<file path="src/rtl/wb_rr_arbiter_pkg.sv">
// Shared constants and helpers for the writeback arbiter and its rotating
// priority encoder.
package wb_rr_arbiter_pkg;

  localparam int c_max_units = 8;
  localparam int c_pc_bits   = 32;
  localparam int c_addr_bits = 5;
  localparam int c_data_bits = 32;

  function automatic int wrap_add(input int a, input int b, input int n);
    int s;
    s = a + b;
    return (s >= n) ? s - n : s;
  endfunction

endpackage

</file>
<file path="src/rtl/wb_rr_arbiter_rr_arb.sv">
// Round-robin arbiter: pointer register plus rotating priority encoder.
// The pointer moves one past the winner whenever a grant is taken (en & any).
module rr_arb
  import wb_rr_arbiter_pkg::*;
#(
  parameter int p_num = 4,
  localparam int c_idx_bits = (p_num > 1) ? $clog2(p_num) : 1
) (
  input  logic                  clk,
  input  logic                  rst,
  input  logic [p_num-1:0]      req,
  input  logic                  en,
  output logic [p_num-1:0]      grant,
  output logic [c_idx_bits-1:0] idx,
  output logic                  any
);

  logic [c_idx_bits-1:0] ptr;
  logic [c_idx_bits-1:0] cand;

  assign any = |req;

  // Scan from the farthest candidate back to ptr so the nearest requester wins.
  always_comb begin
    idx  = '0;
    cand = '0;
    for (int off = p_num - 1; off >= 0; off--) begin
      cand = c_idx_bits'(wrap_add(int'(ptr), off, p_num));
      if (req[cand]) idx = cand;
    end
  end

  always_comb begin
    grant = '0;
    if (any) grant[idx] = 1'b1;
  end

  always_ff @(posedge clk) begin
    if (rst) ptr <= '0;
    else if (en && any) ptr <= c_idx_bits'(wrap_add(int'(idx), 1, p_num));
  end

endmodule

</file>
<file path="src/rtl/wb_rr_arbiter.sv">
// Writeback port arbiter: round-robin grant among execute units into a
// one-entry registered buffer that drives the W stage.
module wb_rr_arbiter
  import wb_rr_arbiter_pkg::*;
#(
  parameter int p_num_units    = 4,
  parameter int p_seq_num_bits = 5,
  localparam int c_src_bits    = $clog2(p_num_units)
) (
  input  logic                                  clk,
  input  logic                                  rst,
  input  logic [p_num_units-1:0]                req_val,
  output logic [p_num_units-1:0]                req_rdy,
  input  logic [p_num_units*c_pc_bits-1:0]      req_pc,
  input  logic [p_num_units*p_seq_num_bits-1:0] req_seq_num,
  input  logic [p_num_units*c_addr_bits-1:0]    req_waddr,
  input  logic [p_num_units*c_data_bits-1:0]    req_wdata,
  input  logic [p_num_units-1:0]                req_wen,
  output logic                                  W_val,
  input  logic                                  W_rdy,
  output logic [c_pc_bits-1:0]                  W_pc,
  output logic [p_seq_num_bits-1:0]             W_seq_num,
  output logic [c_addr_bits-1:0]                W_waddr,
  output logic [c_data_bits-1:0]                W_wdata,
  output logic                                  W_wen,
  output logic [c_src_bits-1:0]                 W_src
);

  if (p_num_units < 2 || p_num_units > c_max_units) begin : g_bad_cfg
    $error("wb_rr_arbiter: p_num_units out of range");
  end

  // Packages cannot take parameters, so the message type lives here where
  // the sequence-number width is known.
  typedef struct packed {
    logic [c_pc_bits-1:0]      pc;
    logic [p_seq_num_bits-1:0] seq_num;
    logic [c_addr_bits-1:0]    waddr;
    logic [c_data_bits-1:0]    wdata;
    logic                      wen;
  } wb_msg_t;

  wb_msg_t                  msgs [p_num_units];
  wb_msg_t                  sel_msg;
  wb_msg_t                  buf_msg;
  logic                     buf_val;
  logic [c_src_bits-1:0]    buf_src;
  logic [p_num_units-1:0]   grant;
  logic [c_src_bits-1:0]    idx;
  logic                     any;
  logic                     free;

  for (genvar i = 0; i < p_num_units; i++) begin : g_unpack
    assign msgs[i] = '{
      pc:      req_pc[i*c_pc_bits +: c_pc_bits],
      seq_num: req_seq_num[i*p_seq_num_bits +: p_seq_num_bits],
      waddr:   req_waddr[i*c_addr_bits +: c_addr_bits],
      wdata:   req_wdata[i*c_data_bits +: c_data_bits],
      wen:     req_wen[i]
    };
  end

  // Reset is folded in so no unit sees rdy during a reset cycle.
  assign free = (!buf_val || W_rdy) && !rst;

  rr_arb #(.p_num(p_num_units)) u_rr_arb (
    .clk   (clk),
    .rst   (rst),
    .req   (req_val),
    .en    (free),
    .grant (grant),
    .idx   (idx),
    .any   (any)
  );

  assign sel_msg = msgs[idx];
  assign req_rdy = free ? grant : '0;

  always_ff @(posedge clk) begin
    if (rst)              buf_val <= 1'b0;
    else if (free && any) buf_val <= 1'b1;
    else if (W_rdy)       buf_val <= 1'b0;
  end

  always_ff @(posedge clk) begin
    if (free && any) begin
      buf_msg <= sel_msg;
      buf_src <= idx;
    end
  end

  assign W_val     = buf_val;
  assign W_pc      = buf_msg.pc;
  assign W_seq_num = buf_msg.seq_num;
  assign W_waddr   = buf_msg.waddr;
  assign W_wdata   = buf_msg.wdata;
  assign W_wen     = buf_msg.wen;
  assign W_src     = buf_src;

endmodule

</file>
<file path="config.mk">
export PLATFORM = sky130hd
export DESIGN_NAME = wb_rr_arbiter
export DESIGN_NICKNAME = d
export VERILOG_FILES = /design/src/rtl/wb_rr_arbiter_pkg.sv /design/src/rtl/wb_rr_arbiter_rr_arb.sv /design/src/rtl/wb_rr_arbiter.sv
export SDC_FILE = /design/constraint.sdc
export NUM_CORES = 1
export LEC_CHECK = 0
export CORE_AREA = 2 2 149 151
export CTS_BUF_LIST = sky130_fd_sc_hd__clkbuf_2
export CTS_CLUSTER_DIAMETER = 60
export DETAILED_ROUTE_END_ITERATION = 7
export DIE_AREA = 0 0 151 153
export GPL_TIMING_DRIVEN = 0
export PLACE_DENSITY = 0.66
export SYNTH_ARGS = -nofsm -noshare
export SYNTH_HDL_FRONTEND = slang
export SYNTH_SLANG_ARGS = --single-unit
</file>
<file path="constraint.sdc">
create_clock -name clk -period 13.08 [get_ports clk]
set_input_delay 3.924 -clock clk [delete_from_list [all_inputs] [get_ports clk]]
set_output_delay 3.924 -clock clk [all_outputs]
set_load 0.01 [all_outputs]
</file>
==> impl_metrics.tcl <==
set metrics [dict create \
    status "complete, no violations" \
    antenna_found_initial 2 \
    final_hold_viol_count 0 \
    gp_congestion 0.8291 \
    dpl.cell_count 1031 \
    wl_per_cell_um 18.33 \
    syn_area_mm2 0.005044 \
    power_frac_clock 0.141 \
    place_hpwl_um 15660 \
    io_pins 389 \
    grt_max_degree 24 \
    syn-num-nets 667 \
    grt_util_all_layers 0.1598 \
    r2r_cells 8 \
    hold_path.class "reg -> reg" \
    fin_crit_ns 10.26 \
    stdcell_count 1048 \
    critPathRequiredTime_ns 9.16 \
    reg2reg_setup_slack_ns 11.00 \
    ant_nets 0 \
    ys_warn_count 0 \
    slowest_delay_ns 0.63 \
    grt_overflow 0 \
    synth-xor-area-share 0.001737 \
    dieWidth_um 151 \
    h-tree-depth 3 \
    clock_latency_ns 0.56 \
    hold_ws_ns 0.5365 \
    swShare 0.3144 \
    dieArea_mm2 0.02310 \
    slew_viol_final 0 \
    hold_path_end "u_rr_arb.ptr[0]" \
    postCtsSetupBuffers 0 \
    crit_type "in -> out" \
    synth.distinct_cells 21 \
    firstDrtPassIters 4 \
    start_util 0.2347 \
    seq_power_share 0.384 \
    slew_headroom 0.4439 \
    drc 0 \
    syn2layout_area_growth_pct 87.45 \
    finalCritPeriodShare 0.7845 \
    syn_avg_cell_area_um2 14.01 \
    p_int_w 0.0006035 \
    synth_top_family_by_area "multiplexers" \
    synthAdderAreaFrac 0 \
    drt_iter0_drc 124 \
    final_common_cell "clkdlybuf4s50_1" \
    regArea_mm2 0.002372 \
    start_kind "primary input" \
    ir_worst_vdd_mv 0.03330 \
    finalSetupViolCount 0 \
    multi_input_area_mm2 0.002419 \
    cts_hold_buffers 0 \
    cts_root_buf "clkbuf_2" \
    p_per_area_mw_per_mm2 93.10 \
    reg2reg_to "W_waddr[4]" \
    grt_pass1_vias 4770 \
    path_max_fanout 6 \
    whs_path_depth 2 \
    min_from "u_rr_arb.ptr[0]" \
    worst_clock_skew_ns 0.03739 \
    cp.arrival_ns 6.34 \
    power_frac_comb 0.475 \
    clk_pin_slew_ns 0.23 \
    viasPerCell 4.328 \
    worst_pin_slew_ns 0.8251 \
    cp-end-kind "output pin" \
    synth_mux_area_frac 0.4465 \
    cts_num_sinks 80 \
    rsz0062_at_grt "false" \
    final_cell_mix "388 x clkdlybuf4s50_1, 225 x mux2i_1, 77 x edfxtp_1" \
    nets 1069 \
    cts_tree "done" \
    cts_resized 0 \
    p_leak_nw 4.129 \
    crit_chain "clkdlybuf4s50_1 > nand2b_1 > a21oi_1 > o32ai_2 > inv_2 > nor4_1 > clkdlybuf4s50_1" \
    drt-total-wl_um 19210 \
    numCtsBuffers 9 \
    cpMostUsedCell "clkdlybuf4s50_1" \
    finalPower_w 0.0008802 \
    yosysSeqAreaShare 0.4704 \
    synth_cells 360 \
    cts.path.max_buffers 2 \
    fmax_mhz 97.45 \
    crit_slowest_cell "clkdlybuf4s50_1" \
    die_y_um 153 \
    synth-simple-area-share 0.01166 \
    layout-drive-gt1-share 0.06519 \
    vias 4536 \
    ys_ff_latch 80 \
    placed_cell_area_mm2 0.009360 \
    p_sw_w 0.0002767 \
    timing.rr.start "u_rr_arb.ptr[0]" \
    grt_pass1_wl_um 27470 \
    portBuffers 388 \
    n_fill_cell 2057 \
    fin_area_mm2 0.009454 \
    finish.utilization 0.4400 \
    core-area_mm2 0.02149 \
    synth_compound_area_frac 0.01811 \
    maxCapViolCount 0 \
    fp-row-count 54 \
]
==> how the worst max path moves through the flow <==
stage	start	end	slack (ns)	depth (start not counted)
floorplan	W_rdy	req_rdy[0]	1.13	4
global placement	req_val[3]	req_rdy[0]	-2.09	5
detailed placement	req_val[1]	req_rdy[1]	2.73	7
CTS	req_val[1]	req_rdy[1]	2.71	7
global route	req_val[1]	req_rdy[1]	2.60	7
finish	req_val[1]	req_rdy[1]	2.82	7
==> layout make-up <==
type / instances / share of cell area
flip-flops and latches: 80 / 0.2509
clock buffers: 12 / 0.006353
plain buffers: 26 / 0.02515
clock inverters: 4 / 0.003309
repair buffers: 391 / 0.4187
well taps: 280 / 0.03706
diodes: 1 / 0.0002647
multi-input cells: 248 / 0.2558
inverters: 6 / 0.002382
==> worst max-delay path, delay by kind of cell <==
family | cells | cell delay [ns]
buf+inv | 3 | 1.34
simple gates | 2 | 0.45
compound gates | 2 | 0.61
==> per-stage QoR <==
stage	setup slack (ns)	setup TNS, ns
2_1_floorplan	1.132	0
3_3_place_gp	-2.093	-4.175
3_5_place_dp	2.729	0
4_1_cts	2.706	0
5_1_grt	2.600	0
6_report	2.818	0
==> cell families (layout without fill, tap and decap cells) <==
| kind of cell | Yosys count | in the layout |
|---|---|---|
| AOI/OAI and AO/OA | 11 | 11 |
| xor gates and xnor gates | 1 | 1 |
| buffers and inverters | 32 | 439 |
| DFF | 80 | 80 |
| muxes | 225 | 225 |
| other | 0 | 1 |
| and+or+nand+nor | 11 | 11 |
==> metal layers <==
| layer | vias up | track usage | share of wire |
|---|---|---|---|
| li1 | 2197 | - | - |
| met1 | 2123 | 0.1716 | 0.38 |
| met2 | 200 | 0.3013 | 0.53 |
| met3 | 16 | 0.04866 | 0.081 |
| met4 | 0 | 0.03916 | 0.013 |
| met5 | - | 0 | 0 |
==> flip-flops by register name (all words and copies together), names as in the netlist <==
| name | flops |
|---|---|
| W_seq_num | 5 |
| u_rr_arb.ptr | 2 |
| W_wen | 1 |
| W_val | 1 |
| W_wdata | 32 |
| W_waddr | 5 |
| W_src | 2 |
| W_pc | 32 |
==> synthesized netlist by cell type (all sizes together) <==
master | count | area share
a211o | 1 | 0.0017
a211oi | 1 | 0.0015
a21oi | 4 | 0.0040
a41oi | 1 | 0.0017
and3 | 2 | 0.0025
buf | 26 | 0.047
dfxtp | 3 | 0.012
edfxtp | 77 | 0.46
inv | 6 | 0.0045
mux2i | 225 | 0.45
nand2b | 3 | 0.0037
nor2 | 4 | 0.0030
nor4 | 2 | 0.0025
o21a | 1 | 0.0015
o22ai | 1 | 0.0012
o32ai | 1 | 0.0032
o41ai | 1 | 0.0032
xnor2 | 1 | 0.0017
==> power groups by stage <==
stage	Clock [W]	Sequential, W	Combinational (W)
floorplan	0	0.000363	0.000200
detailed placement	0	0.000345	0.000425
CTS	0.000131	0.000339	0.000426
finish	0.000124	0.000338	0.000418
global route	0.000142	0.000342	0.000449
global placement	0	0.000347	0.000417
Power figures use the tool's default switching activity.
